--- config.mk ---
export PLATFORM = sky130hd
export DESIGN_NAME = dcache_ctrl
export DESIGN_NICKNAME = d
export VERILOG_FILES = /design/src/rtl/dcache_ctrl.sv
export SDC_FILE = /design/constraint.sdc
export NUM_CORES = 2
export LEC_CHECK = 0
export CAP_MARGIN = 20
export CORE_MARGIN = 2
export CORE_UTILIZATION = 50
export CTS_CLUSTER_DIAMETER = 60
export DETAILED_ROUTE_END_ITERATION = 7
export PLACE_DENSITY_LB_ADDON = 0.12
export SYNTH_ARGS = -nofsm -noshare
export SYNTH_HDL_FRONTEND = slang
export SYNTH_SLANG_ARGS = --single-unit
--- constraint.sdc ---
create_clock -name clk -period 27.7 [get_ports clk]
set_input_delay 8.31 -clock clk [delete_from_list [all_inputs] [get_ports clk]]
set_output_delay 8.31 -clock clk [all_outputs]
set_load 0.02 [all_outputs]
--- src/rtl/dcache_ctrl.sv ---
// Direct-mapped, write-through, no-write-allocate data cache controller.
// Read hits return data combinationally; misses and stores sequence main memory.
module dcache_ctrl #(
   parameter int DATA  = 32,
   parameter int ADDR  = 32,
   parameter int LINES = 64
) (
   input  logic            clk,
   input  logic            rst_n,
   input  logic            MemRead,
   input  logic            MemWrite,
   input  logic [ADDR-1:0] A,
   input  logic [DATA-1:0] WD,
   output logic [DATA-1:0] RD,
   output logic            stall,
   output logic            mem_req,
   output logic            mem_we,
   output logic [ADDR-1:0] mem_addr,
   output logic [DATA-1:0] mem_wdata,
   input  logic [DATA-1:0] mem_rdata,
   input  logic            mem_ready
);

   localparam int IDX = $clog2(LINES);
   localparam int TAG = ADDR - IDX - 2;

   localparam logic [1:0] S_IDLE  = 2'd0;
   localparam logic [1:0] S_FILL  = 2'd1;
   localparam logic [1:0] S_WRITE = 2'd2;

   logic [1:0]      state_q, state_d;
   logic            mem_req_q, mem_req_d;
   logic            mem_we_q, mem_we_d;
   logic [ADDR-1:0] mem_addr_q, mem_addr_d;
   logic [DATA-1:0] mem_wdata_q, mem_wdata_d;

   logic [DATA-1:0] data_q [LINES];
   logic [TAG-1:0]  tag_q  [LINES];
   logic [LINES-1:0] valid_q;

   logic [IDX-1:0]  idx_s;
   logic [TAG-1:0]  tag_s;
   logic [IDX-1:0]  fill_idx_s;
   logic [TAG-1:0]  fill_tag_s;
   logic            hit_s;
   logic            stall_s;
   logic            store_hit_we_s;
   logic            fill_we_s;
   logic            unused_addr_lsb_s;

   assign idx_s      = A[IDX+1:2];
   assign tag_s      = A[ADDR-1:IDX+2];
   // The core holds its request during a fill, so the latched address names the line.
   assign fill_idx_s = mem_addr_q[IDX+1:2];
   assign fill_tag_s = mem_addr_q[ADDR-1:IDX+2];
   assign hit_s      = valid_q[idx_s] & (tag_q[idx_s] == tag_s);
   assign unused_addr_lsb_s = &{1'b0, A[1:0]};

   assign RD        = data_q[idx_s];
   assign stall     = stall_s;
   assign mem_req   = mem_req_q;
   assign mem_we    = mem_we_q;
   assign mem_addr  = mem_addr_q;
   assign mem_wdata = mem_wdata_q;

   // Next-state, memory request and stall decode.
   always_comb begin
      state_d        = state_q;
      mem_req_d      = mem_req_q;
      mem_we_d       = mem_we_q;
      mem_addr_d     = mem_addr_q;
      mem_wdata_d    = mem_wdata_q;
      stall_s        = 1'b0;
      store_hit_we_s = 1'b0;
      fill_we_s      = 1'b0;
      case (state_q)
         S_IDLE: begin
            if (MemWrite) begin
               mem_addr_d     = A;
               mem_wdata_d    = WD;
               mem_req_d      = 1'b1;
               mem_we_d       = 1'b1;
               state_d        = S_WRITE;
               stall_s        = 1'b1;
               store_hit_we_s = hit_s;
            end else if (MemRead && !hit_s) begin
               mem_addr_d = A;
               mem_req_d  = 1'b1;
               mem_we_d   = 1'b0;
               state_d    = S_FILL;
               stall_s    = 1'b1;
            end else begin
               state_d = S_IDLE;
            end
         end
         S_FILL: begin
            stall_s = 1'b1;
            if (mem_ready) begin
               mem_req_d = 1'b0;
               fill_we_s = 1'b1;
               state_d   = S_IDLE;
            end else begin
               state_d = S_FILL;
            end
         end
         S_WRITE: begin
            stall_s = ~mem_ready;
            if (mem_ready) begin
               mem_req_d = 1'b0;
               state_d   = S_IDLE;
            end else begin
               state_d = S_WRITE;
            end
         end
         default: begin
            mem_req_d = 1'b0;
            state_d   = S_IDLE;
         end
      endcase
   end

   // Control state, memory interface registers and valid bits.
   always_ff @(posedge clk) begin
      if (!rst_n) begin
         state_q     <= S_IDLE;
         mem_req_q   <= 1'b0;
         mem_we_q    <= 1'b0;
         mem_addr_q  <= {ADDR{1'b0}};
         mem_wdata_q <= {DATA{1'b0}};
         valid_q     <= {LINES{1'b0}};
      end else begin
         state_q     <= state_d;
         mem_req_q   <= mem_req_d;
         mem_we_q    <= mem_we_d;
         mem_addr_q  <= mem_addr_d;
         mem_wdata_q <= mem_wdata_d;
         if (fill_we_s) begin
            valid_q[fill_idx_s] <= 1'b1;
         end
      end
   end

   // Data and tag arrays carry no reset; the valid bits guard them.
   always_ff @(posedge clk) begin
      if (rst_n && store_hit_we_s) begin
         data_q[idx_s] <= WD;
      end else if (rst_n && fill_we_s) begin
         data_q[fill_idx_s] <= mem_rdata;
         tag_q[fill_idx_s]  <= fill_tag_s;
      end
   end

endmodule

==> metrics.md <==
| Metric | Value |
|---|---|
| Slew Viols, Final | 0 |
| Setup Skew | ~0.074 ns |
| Worst-Skew Late Latency | about 0.95 ns |
| Die area | between 200000 and 300000 sq um |
| # IOs | 200 |
| Util after Layout | 0.576 |
| HP Class | flip-flop to flip-flop |
| CP Data Required Time | 19.39 ns |
| Clock Path Buffers | 4 |
| Top post-synthesis cells by area | edfxtp_1, mux4_2, mux2i_1 |
| Slowest stage cell, crit path | buf_4 |
| Vert. Die Dim | 540 um |
| Synth cell types | 89 |
| First-pass GRT wire length | between 500000 and 600000 um |
| Mapped Area | roughly 140000 sq um |
| Final worst-path cycle share | 0.825 |
| Row count | 196 |
| Final Setup Violations | 0 |
| Ratio of cells with drive above 1 in the final layout | 0.265 |
| Maximum net fanout on the critical path | ~100 |
| GP Congestion | roughly 0.85 |
| Post-CTS Resized | 0 |
| Slew Limit Headroom | 0.138 |
| Initial antenna violation count | 6 |
| Post-synth ARST share | 0 |
| Vias in the first global route | approximately 72000 |
| Cell breakdown of the critical path | buf_8 > buf_12 > buf_4 > mux4_2 > mux2_2 > o22ai_1 > or3_1 > a21oi_1 > a211o_1 > or4_1 > nor3_1 > a21oi_4 > nor3_1 > nor2_1 > clkdlybuf4s50_1 |
| Post-synthesis register bit count | 3716 |
| Grt total ovfl | 0 |
| Synth Flop Type | edfxtp_1 |
| Mapped Cells | roughly 6700 |
| Setup total negative slack | 0 ns |
| Status | finished, final reports clean |
| Final HPWL DP | 221000 um |
| Fmax | 43.8 MHz |
| WP buf/inv | 4 |
| Worst VDD drop | ~0.058 mV |
| Layout area overhead | 14.4% |
| Residual DRC | 0 |
| CTS tree | yes |
| Cell family with most CP delay | buffers and inverters |
| Met2 Usage GRT | 0.467 |
| Pleak | around 53 nW |
| CP Class | primary input to output port |
| Antenna Nets Post-Route | 0 |
| CTS H-Tree Depth | 5 |
| Post-CTS Setup Bufs | 0 |
| GRT Util Overall | 0.276 |
| Synth warn | 0 |
| Final Hold Fails | 0 |
| Wire length per cell | roughly 36 um |
| Worst-Margin Slew | between 1 and 1.5 ns |
| Worst EP arrival | around 15 ns |
| Starting Density | 0.503 |
| Root Driver | clkbuf_16 |
| Fin nets | 7265 |
| Post-synth EDFFs | between 3000 and 4000 |
| Met1 Use GR | 0.366 |
| Horiz. Die Dim | ~540 um |
| Sink Count | roughly 3700 |
| First DRT Iteration DRCs | ~9000 |
| Crit end category | output port |
| Global route hottest layer | met2 |
| DRT Wirelength | just over 400000 um |
| Crit-path max cell delay | a little over 0.9 ns |
| Tmin final | 22.85 ns |
| Avg Cell Area, Syn | between 20 and 25 sq um |
| Synth Net Count | around 6800 |
| Crit path launch type | primary input |
| Total vias in the final route | 71500 |
| Hold Buf Count CTS | 0 |
| Clk slew on worst S/H paths | about 0.060 ns |
| First-pass DRT Iterations | 5 |
| Cts bufs inserted | slightly below 400 |
| Via density | 6.36 |
| M3 GR Usage | 0.0354 |
| Cell taking the most area after synthesis | edfxtp_1 |
| IO Port Bufs | approximately 200 |
| Yosys top cell area share | 0.749 |
| Largest net degree at the start of global routing | 151 |
| Sequential-to-total area share from yosys stat | 0.768 |
| Critical path's most frequent cell | nor3_1 |
| RSZ-0062 raised after global routing | false |
| Core box area | 285000 sq um |
| Power, Total | about 12 mW |
| PwrDens | 73.3 nW/um^2 |
| Max_cap viols | 0 |
## logic make-up (layout without fill, tap and decap cells)
family                   after synthesis  count (layout)  share of synthesized area
XOR/XNOR                              27              27                    0.00165
other                                  0               3                          0
flip-flops                          3716            3716                      0.768
buffers and inverters                397            1197                     0.0137
adder cells (fa/ha/maj)                4               4                   0.000348
multiplexers                        1367            1367                      0.172
AO/OA/AOI/OAI                        473             473                     0.0229
AND/OR/NAND/NOR                      693             693                     0.0220
## final cells by class
| class | instances | area [sq um] |
|---|---|---|
| Sequential cell | 3716 | 110000 |
| Inverter | 11 | 53.8 |
| Antenna cell | 3 | 7.51 |
| Timing Repair Buffer | 481 | 4370 |
| Clock inverter | 213 | 2270 |
| Clock buffer | 492 | 10300 |
| Multi-Input combinational cell | 2564 | 32400 |
| Tap cell | 3762 | 4710 |
| Fill cell | 20900 | 121000 |
## registers in the layout, indices dropped and copies added (netlist names)
name / flops
mem_we: 1
data_q: 2048
valid_q: 64
tag_q: 1536
state_q: 2
mem_addr: 32
mem_req: 1
mem_wdata: 32
## cell usage after synthesis, types with 8 or more instances
cell         n
nor3_1      62
xor2_1       8
a221oi_1     9
nand2b_1    16
or2_2       10
dfxtp_1    132
mux2_2      66
clkbuf_1   161
mux4_2     867
nor2_1     182
o21ai_0     73
o22ai_1     24
a22oi_1    160
nand2_1    256
nor4_1      20
o211ai_1    11
edfxtp_1  3584
buf_1       61
a21oi_1     95
a31oi_1     19
nand4_1     15
nor2b_1     14
mux2i_1    421
buf_2       96
xnor2_1     19
nand3_1     58
buf_6       25
buf_4       41
and3_1      14
## layout by cell type (no fill, tap or decap), drive strengths merged, types with 23 or more instances in the layout
master | Yosys | final
a21oi | 96 | 96
a22oi | 160 | 160
a31oi | 23 | 23
buf | 224 | 289
bufinv | 0 | 40
clkbuf | 162 | 492
clkdlybuf4s50 | 0 | 192
clkinv | 1 | 155
dfxtp | 132 | 132
edfxtp | 3584 | 3584
mux2 | 71 | 71
mux2i | 429 | 429
mux4 | 867 | 867
nand2 | 256 | 256
nand3 | 58 | 58
nor2 | 183 | 183
nor3 | 64 | 64
o21ai | 79 | 79
o22ai | 24 | 24
## report_power, final
| part | switching, mW | total (mW) | internal, mW |
|---|---|---|---|
| sequential | 0.00772 | 6.21 | 6.20 |
| clock | 2.16 | 5.16 | 3.01 |
| combinational | 0.443 | 0.685 | 0.242 |
| total | 2.61 | 12.1 | 9.45 |
## metrics by stage
step | hold slack [ns] | setup WS, ns | instance area [sq um] | instances
after floorplan | 0.420 | 7.38 | 144000 | 6677
after global placement | 0.428 | 4.88 | 152000 | 10500
after detailed placement | 0.436 | 4.85 | 152000 | 10500
after CTS | 0.450 | 4.84 | 164000 | 11200
after global routing | 0.476 | 4.55 | 164000 | 11200
final | 0.448 | 4.85 | 164000 | 11200
## metal layers
metal | wire [um] | up-vias
met2 | 205000 | 3143
met4 | 18000 | 0
li1 | - | 28900
met5 | 0 | -
met1 | 154000 | 38700
met3 | 27500 | 725
## tightest hold or removal path, stage by stage (launching register included)
cell     delay, ns
dfxtp_1       0.32
nand2_1       0.04
o21ai_0       0.05
## path summary, 6_finish.rpt
check	start	endpoint	slack, ns	depth (start not counted)
setup reg to reg	tag_q[40][7]	data_q[1][12]	20.86	14
hold reg to reg	valid_q[6]	valid_q[6]	0.45	2
hold / removal	valid_q[6]	valid_q[6]	0.45	2
setup / recovery	A[4]	stall	4.85	15
(Power assumes the default switching activity.)
